$ cat config.mk
export PLATFORM = sky130hd
export DESIGN_NAME = hvsync_recovery
export DESIGN_NICKNAME = d
export VERILOG_FILES = /design/src/rtl/hvsync_recovery.sv
export SDC_FILE = /design/constraint.sdc
export NUM_CORES = 1
export LEC_CHECK = 0
export ABC_AREA = 1
export BUFFER_PORTS_ARGS = -buffer_cell sky130_fd_sc_hd__buf_2
export CAP_MARGIN = 20
export CORE_MARGIN = 2
export CORE_UTILIZATION = 62
export DETAILED_ROUTE_END_ITERATION = 10
export PLACE_DENSITY = 0.85
export RECOVER_POWER = 50
export SYNTH_ARGS = -nofsm -noshare
export SYNTH_HDL_FRONTEND = slang
export SYNTH_SLANG_ARGS = --single-unit
$ cat constraint.sdc
create_clock -name clk -period 3.3 [get_ports clk]
set_input_delay 0 -clock clk [delete_from_list [all_inputs] [get_ports clk]]
set_output_delay 0 -clock clk [all_outputs]
set_load 0.05 [all_outputs]
$ cat src/rtl/hvsync_recovery.sv
`default_nettype none
// ============================================================================
// Module   : hvsync_recovery
// Brief    : Rebuilds beam position from raw hsync/vsync and tracks timing lock.
// Revision : 1.0 - initial release
// ============================================================================
module hvsync_recovery #(
    parameter int H_DISPLAY   = 640,
    parameter int H_FRONT     = 16,
    parameter int H_SYNC      = 96,
    parameter int H_BACK      = 48,
    parameter int V_DISPLAY   = 480,
    parameter int V_BOTTOM    = 10,
    parameter int V_SYNC      = 2,
    parameter int V_TOP       = 33,
    parameter int SYNC_OFFSET = 1
) (
    input  logic        clk,
    input  logic        reset,
    input  logic        en,
    input  logic        hsync_in,
    input  logic        vsync_in,
    output logic [9:0]  hpos,
    output logic [9:0]  vpos,
    output logic        display_on,
    output logic        locked,
    output logic        new_frame,
    output logic [10:0] line_len,
    output logic [9:0]  frame_lines,
    output logic [7:0]  err_count
);

    localparam int c_h_total_i      = H_DISPLAY + H_FRONT + H_SYNC + H_BACK;
    localparam int c_h_sync_start_i = H_DISPLAY + H_FRONT;
    localparam int c_v_total_i      = V_DISPLAY + V_BOTTOM + V_SYNC + V_TOP;
    localparam int c_v_sync_start_i = V_DISPLAY + V_BOTTOM;

    localparam logic [9:0]  c_h_last       = 10'(c_h_total_i - 1);
    localparam logic [9:0]  c_v_last       = 10'(c_v_total_i - 1);
    // The source registers sync one tick after its position, so the rise
    // is seen one tick later still; reload with the position after that.
    localparam logic [9:0]  c_h_reload     = 10'((c_h_sync_start_i + SYNC_OFFSET + 1) % c_h_total_i);
    localparam logic [9:0]  c_v_reload     = 10'(c_v_sync_start_i);
    localparam logic [9:0]  c_h_disp       = 10'(H_DISPLAY);
    localparam logic [9:0]  c_v_disp       = 10'(V_DISPLAY);
    localparam logic [10:0] c_h_total      = 11'(c_h_total_i);
    localparam logic [10:0] c_h_timeout_m1 = 11'(2 * c_h_total_i - 1);
    localparam logic [9:0]  c_v_total      = 10'(c_v_total_i);

    typedef enum logic [1:0] {
        ST_UNLOCKED = 2'd0,
        ST_CHECK    = 2'd1,
        ST_LOCKED   = 2'd2
    } state_t;

    state_t      r_state;
    state_t      w_state_next;
    logic        w_err_inc;

    logic        r_hs_d;
    logic        r_vs_d;
    logic [9:0]  r_hpos;
    logic [9:0]  r_vpos;
    logic [10:0] r_h_meas;
    logic [9:0]  r_v_meas;
    logic        r_h_seen;
    logic [10:0] r_line_len;
    logic [9:0]  r_frame_lines;
    logic [7:0]  r_err_count;
    logic        r_locked;
    logic        r_new_frame;

    logic        w_hrise;
    logic        w_vrise;
    logic        w_hpos_last;
    logic        w_vpos_last;
    logic        w_hwrap;
    logic        w_line_bad;
    logic        w_frame_bad;
    logic        w_timeout;

    assign w_hrise     = en & hsync_in & ~r_hs_d;
    assign w_vrise     = en & vsync_in & ~r_vs_d;
    assign w_hpos_last = (r_hpos == c_h_last);
    assign w_vpos_last = (r_vpos == c_v_last);
    assign w_hwrap     = w_hpos_last & ~w_hrise;
    assign w_line_bad  = w_hrise & r_h_seen & (r_h_meas != c_h_total);
    assign w_frame_bad = w_vrise & (r_v_meas != c_v_total);
    assign w_timeout   = en & ~w_hrise & (r_h_meas == c_h_timeout_m1);

    always_ff @(posedge clk or posedge reset) begin
        if (reset) begin
            r_state  <= ST_UNLOCKED;
            r_locked <= 1'b0;
        end else begin
            r_state  <= w_state_next;
            r_locked <= (w_state_next == ST_LOCKED);
        end
    end

    // Every fault term already carries en, so the state holds when en=0.
    always_comb begin
        w_state_next = r_state;
        w_err_inc    = 1'b0;
        case (r_state)
            ST_UNLOCKED: begin
                if (w_vrise) w_state_next = ST_CHECK;
            end
            ST_CHECK: begin
                if (w_line_bad | w_timeout)      w_state_next = ST_UNLOCKED;
                else if (w_vrise & ~w_frame_bad) w_state_next = ST_LOCKED;
            end
            ST_LOCKED: begin
                if (w_line_bad | w_frame_bad | w_timeout) begin
                    w_state_next = ST_UNLOCKED;
                    w_err_inc    = 1'b1;
                end
            end
            default: w_state_next = ST_UNLOCKED;
        endcase
    end

    always_ff @(posedge clk or posedge reset) begin
        if (reset) begin
            r_hs_d        <= 1'b0;
            r_vs_d        <= 1'b0;
            r_hpos        <= 10'd0;
            r_vpos        <= 10'd0;
            r_h_meas      <= 11'd0;
            r_v_meas      <= 10'd0;
            r_h_seen      <= 1'b0;
            r_line_len    <= 11'd0;
            r_frame_lines <= 10'd0;
            r_err_count   <= 8'd0;
            r_new_frame   <= 1'b0;
        end else begin
            r_new_frame <= en & r_locked & w_hwrap & w_vpos_last & ~w_vrise;
            if (en) begin
                r_hs_d <= hsync_in;
                r_vs_d <= vsync_in;

                if (w_hrise)          r_hpos <= c_h_reload;
                else if (w_hpos_last) r_hpos <= 10'd0;
                else                  r_hpos <= r_hpos + 10'd1;

                if (w_vrise)          r_vpos <= c_v_reload;
                else if (w_hwrap)     r_vpos <= w_vpos_last ? 10'd0 : r_vpos + 10'd1;

                if (w_hrise)          r_h_meas <= 11'd1;
                else if (~&r_h_meas)  r_h_meas <= r_h_meas + 11'd1;

                if (w_hrise & r_h_seen) r_line_len <= r_h_meas;

                if (w_timeout)        r_h_seen <= 1'b0;
                else if (w_hrise)     r_h_seen <= 1'b1;

                // A coincident hrise belongs to the old frame, so it is dropped.
                if (w_vrise) begin
                    r_v_meas      <= 10'd0;
                    r_frame_lines <= r_v_meas;
                end else if (w_hrise & ~&r_v_meas) begin
                    r_v_meas <= r_v_meas + 10'd1;
                end

                if (w_err_inc & ~&r_err_count) r_err_count <= r_err_count + 8'd1;
            end
        end
    end

    assign hpos        = r_hpos;
    assign vpos        = r_vpos;
    assign locked      = r_locked;
    assign new_frame   = r_new_frame;
    assign line_len    = r_line_len;
    assign frame_lines = r_frame_lines;
    assign err_count   = r_err_count;
    assign display_on  = r_locked & (r_hpos < c_h_disp) & (r_vpos < c_v_disp);

endmodule
`default_nettype wire

After elaboration in Yosys (flattened, before gate mapping)

Index checks and enable logic that the tools add are counted.

$add $sub $neg: 5
Multiply operators: 0
Divide/modulo/power cells: 0
Order comparisons: 2
Equal/unequal tests: 9
Shifts and indexed selects: 0
Mux-type cells: 18
Bitwise logic cells: 27
Reductions and logical operators: 16

Operators with widths:

| cell                                                    | count |
|---|---|
| two-way mux 10 bit                                      | 7 |
| adder 10 x 1 -> 10 bit, second input constant           | 3 |
| two-way mux 11 bit                                      | 2 |
| == test 10 bit, second input constant                   | 2 |
| AND 1 bit                                               | 19 |
| AND reduction 2 bit                                     | 7 |
| adder 11 x 1 -> 11 bit, second input constant           | 1 |
| == test 11 bit, second input constant                   | 1 |
| inequality test 11 x 10 -> 1 bit, second input constant | 1 |
| AND reduction 11 bit                                    | 1 |
| < comparator 10 bit, second input constant              | 1 |
| < comparator 10 x 9 -> 1 bit, second input constant     | 1 |
| inequality test 10 bit, second input constant           | 1 |
| AND reduction 10 bit                                    | 1 |
| adder 8 x 1 -> 8 bit, second input constant             | 1 |
| two-way mux 2 bit                                       | 4 |
| AND reduction 8 bit                                     | 1 |
| one-hot mux 2 bit (3 select lines)                      | 1 |
| nonzero test 2 bit                                      | 3 |
| NOT 1 bit                                               | 5 |
| == test 2 bit, second input constant                    | 2 |
| two-way mux 1 bit                                       | 4 |
| OR 1 bit                                                | 3 |
| == test 2 x 1 -> 1 bit, second input constant           | 1 |
| other kinds (3)                                         | 4 |

Register bits after elaboration: 77
Latch bits: 0
RAM bits: 0
Memory bits (read-only): 0
Input bits: 5
Output and inout port bits: 52
Logic and storage cells: 90
Memories kept: 0

Longest topological paths before layout

Gate-level depths: netlist of the first run.

Depth in word-level cells: 10
Gate-level depth with buffers: 10
Mapped depth without buffers: 10

Least setup slack after synthesis of the first run

Ideal clock, no wire load.

Kind: register to register
From: register r_hpos[0], in the netlist hpos[0]
To: register r_vpos[8], in the netlist vpos[8]
Setup time: 0.067 ns
Arrival: 1.879 ns
Data required time: 3.233 ns
Slack: 1.355 ns
Stages on the path, launching flop included: 10
Buffers on the path: 0
Period minus slack after synthesis: 1.945 ns
Path through: dfrtp_1 ha_1 nand2_1 nor2_2 inv_1 nor3_4 nand2_1 inv_1 nand2_1 nand2_1

Word-level cells in the longest chain between the ends: 4

Ends and longest elaborated chain:

| item                          | RTL line | RTL |
|---|---|---|
| start: declaration            | 62       | `logic [9:0] r_hpos;` |
| start signal: assignment      | 142      | `if (w_hrise) r_hpos <= c_h_reload;` |
| start signal: assignment      | 144      | `else r_hpos <= r_hpos + 10'd1;` |
| == test 10 bit                | 84       | `assign w_hpos_last = (r_hpos == c_h_last);` |
| AND 1 bit                     | 86       | `assign w_hwrap = w_hpos_last & ~w_hrise;` |
| nonzero test 2 bit (no line)  | n/a      |  |
| AND reduction 2 bit (no line) | n/a      |  |
| end signal: assignment        | 146      | `if (w_vrise) r_vpos <= c_v_reload;` |
| end signal: assignment        | 147      | `else if (w_hwrap) r_vpos <= w_vpos_last ? 10'd0 : r_vpos + 10'd1;` |
| end: declaration              | 63       | `logic [9:0] r_vpos;` |

Every way passes these cells.
A chain may end at the register's enable or synchronous reset.

==> metrics, run 1 <==
run status=finished clean; TritonCTS clock tree=built; mean instance size in the synthesized netlist=7.74 µm²; global-route congestion overflow total=0; list of cells traversed by the critical path=dlygate4sd3_1, buf_2, inv_1, clkbuf_2; unrepaired setup endpoints after global routing=false; source-to-sink clock delay at the later pin of the worst-skew pair=0.35 ns; worst slew margin relative to its limit=15.8%; die height=84.9 µm; Clock Tree Buf Depth=2; Synth warnings=0; cts hold-fix bufs=3; top-level I/O count=57; share of the synthesized area in the top cell type=47.5%; Max Clk Rate=463 MHz; endpoints failing setup=0; critical path class=in -> async; Die W=84.9 µm; total half-perimeter wirelength after legalization and detailed placement=6240 µm; launching element type of the critical path=input pin; flip-flop and latch count after synthesis=77; share of total power in the clock network=28.9%; post-synthesis share of cell area spent on and, or, nand and nor gates=28.2%; Global Route Usage Sum=26.6%; pin count of the biggest net entering global routing=54; Fin Setup TNS=0 ns; Antenna Violating Nets Remaining=0; number of buffer cells added on primary ports=56; count of vias placed by the detailed router=3,668; # Max-Cap Violations=0; effective utilization at floorplan=63.9%; Post-Syn Nets=537; transition time of the tightest slew-check pin=1.26 ns; final net count=596; worst slack on hold paths=0.0652 ns; antenna violations before repair=0; number of placement rows=29; Antenna Cells=0; number of global-route vias before repair=3,486; number of sinks driven by the clock tree=77; final count of hold timing violations=0; Crit Path Max Fanout=53; Seq/Total Area, Yosys=47.5%; adder-cell area share of the yosys netlist=2.47%; fraction of layout cells with a size suffix above 1=4.77%; mux contribution to synthesized area=0%; Root Buffer Master=clkbuf_8; setup skew after layout=0.00813 ns; total power after layout=2.70 mW; number of different library cells in the post-synthesis netlist=25; total die area=7210 µm²; complex-gate fraction of the synthesized area=9.41%; TritonCTS buffer count=9; combined area of all synthesized cells=4060 µm²; time the final worst path needs with I/O delays and setup=2.16 ns; part of the cycle the worst path needs=65.4%; Avg WL per Cell=13.5 µm; Syn Inst Count=524; quantity of gates resized following cts=0; depth of the CTS H-tree=3; via/cell ratio=5.52; reported net switching power=1.03 mW; largest family of logic cells by synthesized area=simple AND/OR/NAND/NOR gates; data required time at the worst endpoint=3.56 ns; Slowest-stage cell, CP=clkbuf_2; Cell Int Power=1.67 mW; Total Wirelength=8990 µm; sort of element at the end of the critical path=asynchronous set/reset pin; wire length of the first global-routing pass=15,300 µm; # DRC=0; weighted congestion reported at the end of routability-driven placement=0.918; Largest stage delay, worst path=1.08 ns; Setup Fix Bufs, Post-CTS=0; layout overhead on the synthesized area=12.3%; worst min path class=in -> reg; WP data arrival=2.42 ns; cell types with the largest area share after synthesis=dfrtp_1 48%, nand2_1 12%, nand3_1 6.4%; sequential cell fraction of total power=44.6%; Synth area leader=dfrtp_1; drt initial violations=254; xor/xnor cell area share of the yosys netlist=4.97%; clock transition at the registers of the reported paths=0.08 ns; largest voltage drop on the vdd net=0.429 mV; max-slew violation count=0; Power Density=593 nW/µm²; drt first pass iters=7; Core Area=6350 µm²; switching power share of the total=38.2%; static leakage=2.15 nW; Comb power frac=26.5%
==> synth_stat cells (all sizes together) <==
cell type / number
o21ai: 55
a22oi: 1
dfrtp: 77
nand2: 134
ha: 8
a21oi: 15
inv: 66
clkbuf: 6
nor3: 14
nor2: 47
buf: 6
o22ai: 2
xnor2: 1
nor3b: 1
xor2: 22
nand3: 53
nand4: 16
==> placed cells by master (no fill, tap or decap), types with 10 or more instances in the layout <==
| master | count |
|---|---|
| nand2_1 | 134 |
| o21ai_0 | 47 |
| inv_1 | 63 |
| nand3_1 | 53 |
| nor2_1 | 46 |
| nand4_1 | 16 |
| xor2_1 | 22 |
| clkbuf_8 | 10 |
| a21oi_1 | 13 |
| clkbuf_1 | 52 |
| dfrtp_1 | 77 |
| nor3_1 | 13 |
==> power by group through the flow <==
stage	Combinational [mW]	Sequential [mW]	Clock, mW
2_1_floorplan	0.289	1.48	0
3_3_place_gp	0.718	1.21	0
3_5_place_dp	0.734	1.21	0
4_1_cts	0.745	1.20	0.791
5_1_grt	0.780	1.22	0.827
6_report	0.715	1.20	0.781
==> stage by stage <==
stage	cell area [µm²]	util (%)	instances	worst slack [ns]
2_1_floorplan	4060	-	524	1.33
3_3_place_gp	4390	69.1	646	1.33
3_5_place_dp	4390	69.1	646	1.24
4_1_cts	4630	72.9	664	1.25
5_1_grt	4560	71.7	664	0.711
6_report	4560	71.7	664	1.14
==> cell type report <==
type | count | area, µm²
inverters | 66 | 248
repair buffers | 60 | 251
multi-input cells | 369 | 1820
clock inverters | 4 | 72.6
flip-flops and latches | 77 | 1930
fillers | 536 | 1790
well taps | 77 | 96.3
clock buffers | 11 | 141
==> worst max-delay path, delay by kind of cell <==
kind | cells | cell delay, ns
buffers and inverters | 4 | 2.40
==> registers in the layout, indices dropped and copies added (netlist names) <==
name / flops
r_h_meas: 11
hpos: 10
r_h_seen: 1
r_vs_d: 1
r_hs_d: 1
err_count: 8
line_len: 11
frame_lines: 10
new_frame: 1
r_state: 2
locked: 1
r_v_meas: 10
vpos: 10
==> final timing paths <==
kind / start / endpoint / slack, ns / cells after the start
min in group asynchronous: reset / r_h_meas[8]$_DFFE_PP0P_ / 0.40 / 3
min reg2reg: frame_lines[4]$_DFFE_PP0P_ / frame_lines[4]$_DFFE_PP0P_ / 0.48 / 2
min: en / hpos[9]$_DFFE_PP0P_ / 0.07 / 3
max reg2reg: r_vs_d$_DFFE_PP0P_ / r_v_meas[3]$_DFFE_PP0P_ / 1.21 / 6
max in group clk: r_vs_d$_DFFE_PP0P_ / r_v_meas[3]$_DFFE_PP0P_ / 1.21 / 6
max: reset / hpos[7]$_DFFE_PP0P_ / 1.14 / 4
==> kinds of logic after synthesis <==
group / count (synthesis)
adder cells (fa/ha/maj): 8
AO/OA/AOI/OAI: 73
flip-flops: 77
AND/OR/NAND/NOR: 265
XOR/XNOR: 23
buffers and inverters: 78
==> metal layers <==
layer	up-vias	track usage [%]	share of wire [%]	routed length [µm]
met5	-	0	0	0
met4	0	11.7	2.4	214
met3	21	5.74	5.4	488
met2	124	44.0	48	4360
met1	1713	33.8	44	3930
li1	1810	-	-	-
(Power assumes the default switching activity.)
==> inputs of run 2 (changes only) <==
- CORE_UTILIZATION: 62 -> 57
- PLACE_DENSITY: 0.85 -> 0.79
- clock period: 3.3 -> 2.26 ns (I/O delays scaled with it)
==> run 2 against run 1 <==
  * Clock skew rose by 0.0017 ns
  * Critical path depth is 5 higher
  * Critical endpoint is now vpos[8]$_DFFE_PP0P_
  * Cell area is 1.5% higher
  * Register-to-register slack got worse by 0.81 ns
  * Sequential share of layout area down 0.62 points
  * Critical path type is now reg -> reg
  * Utilization fell by 4.1 points
==> metrics, run 2 (same netlist as run 1, synthesis figures left out) <==
run status=finished clean; Slowest-stage cell, CP=dfrtp_1; layout overhead on the synthesized area=14.0%; total die area=7810 µm²; Root Buffer Master=clkbuf_8; largest voltage drop on the vdd net=0.614 mV; time the final worst path needs with I/O delays and setup=1.86 ns; CP most frequent cell=nand2_1; data required time at the worst endpoint=2.54 ns; Power Density=834 nW/µm²; Largest stage delay, worst path=0.48 ns; Global Route Usage Sum=24.7%; final net count=598; final count of hold timing violations=0; fraction of layout cells with a size suffix above 1=10.4%; TritonCTS buffer count=9; most frequent cells in the layout=134 x nand2_1, 77 x dfrtp_1, 62 x inv_1; launching element type of the critical path=flip-flop; startpoint of the most critical hold path=en; worst reg-to-reg setup slack=0.40 ns; Layout Utilization=67.7%; worst slew margin relative to its limit=41.9%; clock transition at the registers of the reported paths=0.08 ns; setup skew after layout=0.00986 ns; depth of the CTS H-tree=3; critical path class=reg -> reg; count of vias placed by the detailed router=3,633; drt initial violations=166; origin of the critical flop-to-flop path=hpos[0]$_DFFE_PP0P_; Crit Path Max Fanout=9; source-to-sink clock delay at the later pin of the worst-skew pair=0.34 ns; number of sinks driven by the clock tree=77; Clock Tree Buf Depth=2; TritonCTS clock tree=built; number of placement rows=30; list of cells traversed by the critical path=ha_1, nand2_1, nor2_2, inv_1, nor3_4, nand2_1, inv_1, nand2_1, nand2_1; most common cell after layout, fill and taps aside=nand2_1; Setup Fix Bufs, Post-CTS=0; worst slack on hold paths=0.0749 ns; pin count of the biggest net entering global routing=55; wire length of the first global-routing pass=15,200 µm; Avg WL per Cell=13.0 µm; top-level I/O count=57; category of cells accounting for the largest share of critical-path delay=simple AND/OR/NAND/NOR gates; Max Clk Rate=538 MHz; Fin Setup TNS=0 ns; worst hold stages=3; weighted congestion reported at the end of routability-driven placement=0.905; sink of the worst hold path=r_hs_d$_DFFE_PP0P_; Antenna Violating Nets Remaining=0; number of global-route vias before repair=3,404; unrepaired setup endpoints after global routing=false; cell count of the worst reg-to-reg path=9; via/cell ratio=5.30; endpoints failing setup=0; antenna violations before repair=0; WP data arrival=2.14 ns; Total Wirelength=8940 µm; total of fill cells in the finished design=610; drt first pass iters=5; total half-perimeter wirelength after legalization and detailed placement=6450 µm; number of buffer cells added on primary ports=56; part of the cycle the worst path needs=82.3%; effective utilization at floorplan=59.4%; # Max-Cap Violations=0; Antenna Cells=0; combined area of the multi-input logic cells=1830 µm²; # DRC=0; static leakage=2.24 nW; number of buffer and inverter stages on the critical path=2; reg-to-reg endpoint=vpos[8]$_DFFE_PP0P_; die height=88.4 µm; Die W=88.4 µm; Core Area=6830 µm²; sort of element at the end of the critical path=flip-flop; worst min path class=in -> reg; total area of sequential cells=1930 µm²; transition time of the tightest slew-check pin=0.870 ns; max-slew violation count=0; global-route congestion overflow total=0
## run 2: changes by cell type in the layout (fill, tap and decap cells not counted), sizes merged
cell    change
bufinv      -1
buf        +29
clkbuf     -27
clkinv      +1
## run 2: final cells by class
class	instances	share of cell area (%)
sequential	77	41.7
multi-input combinational	369	39.5
timing repair buffer	62	6.55
inverter	66	5.36
clock buffer	11	3.27
tap	96	2.60
clock inverter	4	1.03
## run 2: power breakdown
part	internal [mW]	switching, mW
logic	0.245	0.811
clock network	0.561	0.486
registers	1.56	0.192
total	2.37	1.49
## run 2: worst register-to-register path: stages (launching register included)
cell	delay [ns]
dfrtp_1	0.48
ha_1	0.23
nand2_1	0.10
nor2_2	0.22
inv_1	0.14
nor3_4	0.28
nand2_1	0.12
inv_1	0.12
nand2_1	0.06
nand2_1	0.05
## run 2: what timing repair did
action                                 4_1_cts  5_1_grt
hold buffers                                 3        0
endpoints found under the hold margin       25        0
gates resized for setup                      0        0
setup endpoints to repair                    0        0
## run 2: per-layer routing
layer | wire length, µm | global-route usage [%] | vias up
met4 | 117 | 8.68 | 0
met3 | 381 | 4.57 | 13
met2 | 4420 | 41.1 | 93
met5 | 0 | 0 | -
met1 | 4020 | 32.4 | 1713
li1 | - | - | 1814
## run 2: worst max path at each step
stage                        start                        to  depth (start not counted)
6_report       hpos[0]$_DFFE_PP0P_       vpos[8]$_DFFE_PP0P_                          9
4_1_cts        hpos[0]$_DFFE_PP0P_       vpos[8]$_DFFE_PP0P_                          9
3_5_place_dp   hpos[0]$_DFFE_PP0P_       vpos[9]$_DFFE_PP0P_                          7
3_3_place_gp   hpos[0]$_DFFE_PP0P_       vpos[8]$_DFFE_PP0P_                          9
5_1_grt        hpos[0]$_DFFE_PP0P_       vpos[9]$_DFFE_PP0P_                          7
2_1_floorplan                reset  err_count[0]$_DFFE_PP0P_                          1
## run 2: stage by stage
stage / area (µm²) / cells / total power [mW] / worst slack, ns
floorplan: 4060 / 524 / 2.59 / 0.293
global placement: 4440 / 667 / 2.83 / 0.539
detailed placement: 4440 / 667 / 2.86 / 0.417
CTS: 4670 / 685 / 3.91 / 0.401
global route: 4620 / 685 / 4.07 / 0.193
finish: 4620 / 685 / 3.86 / 0.400
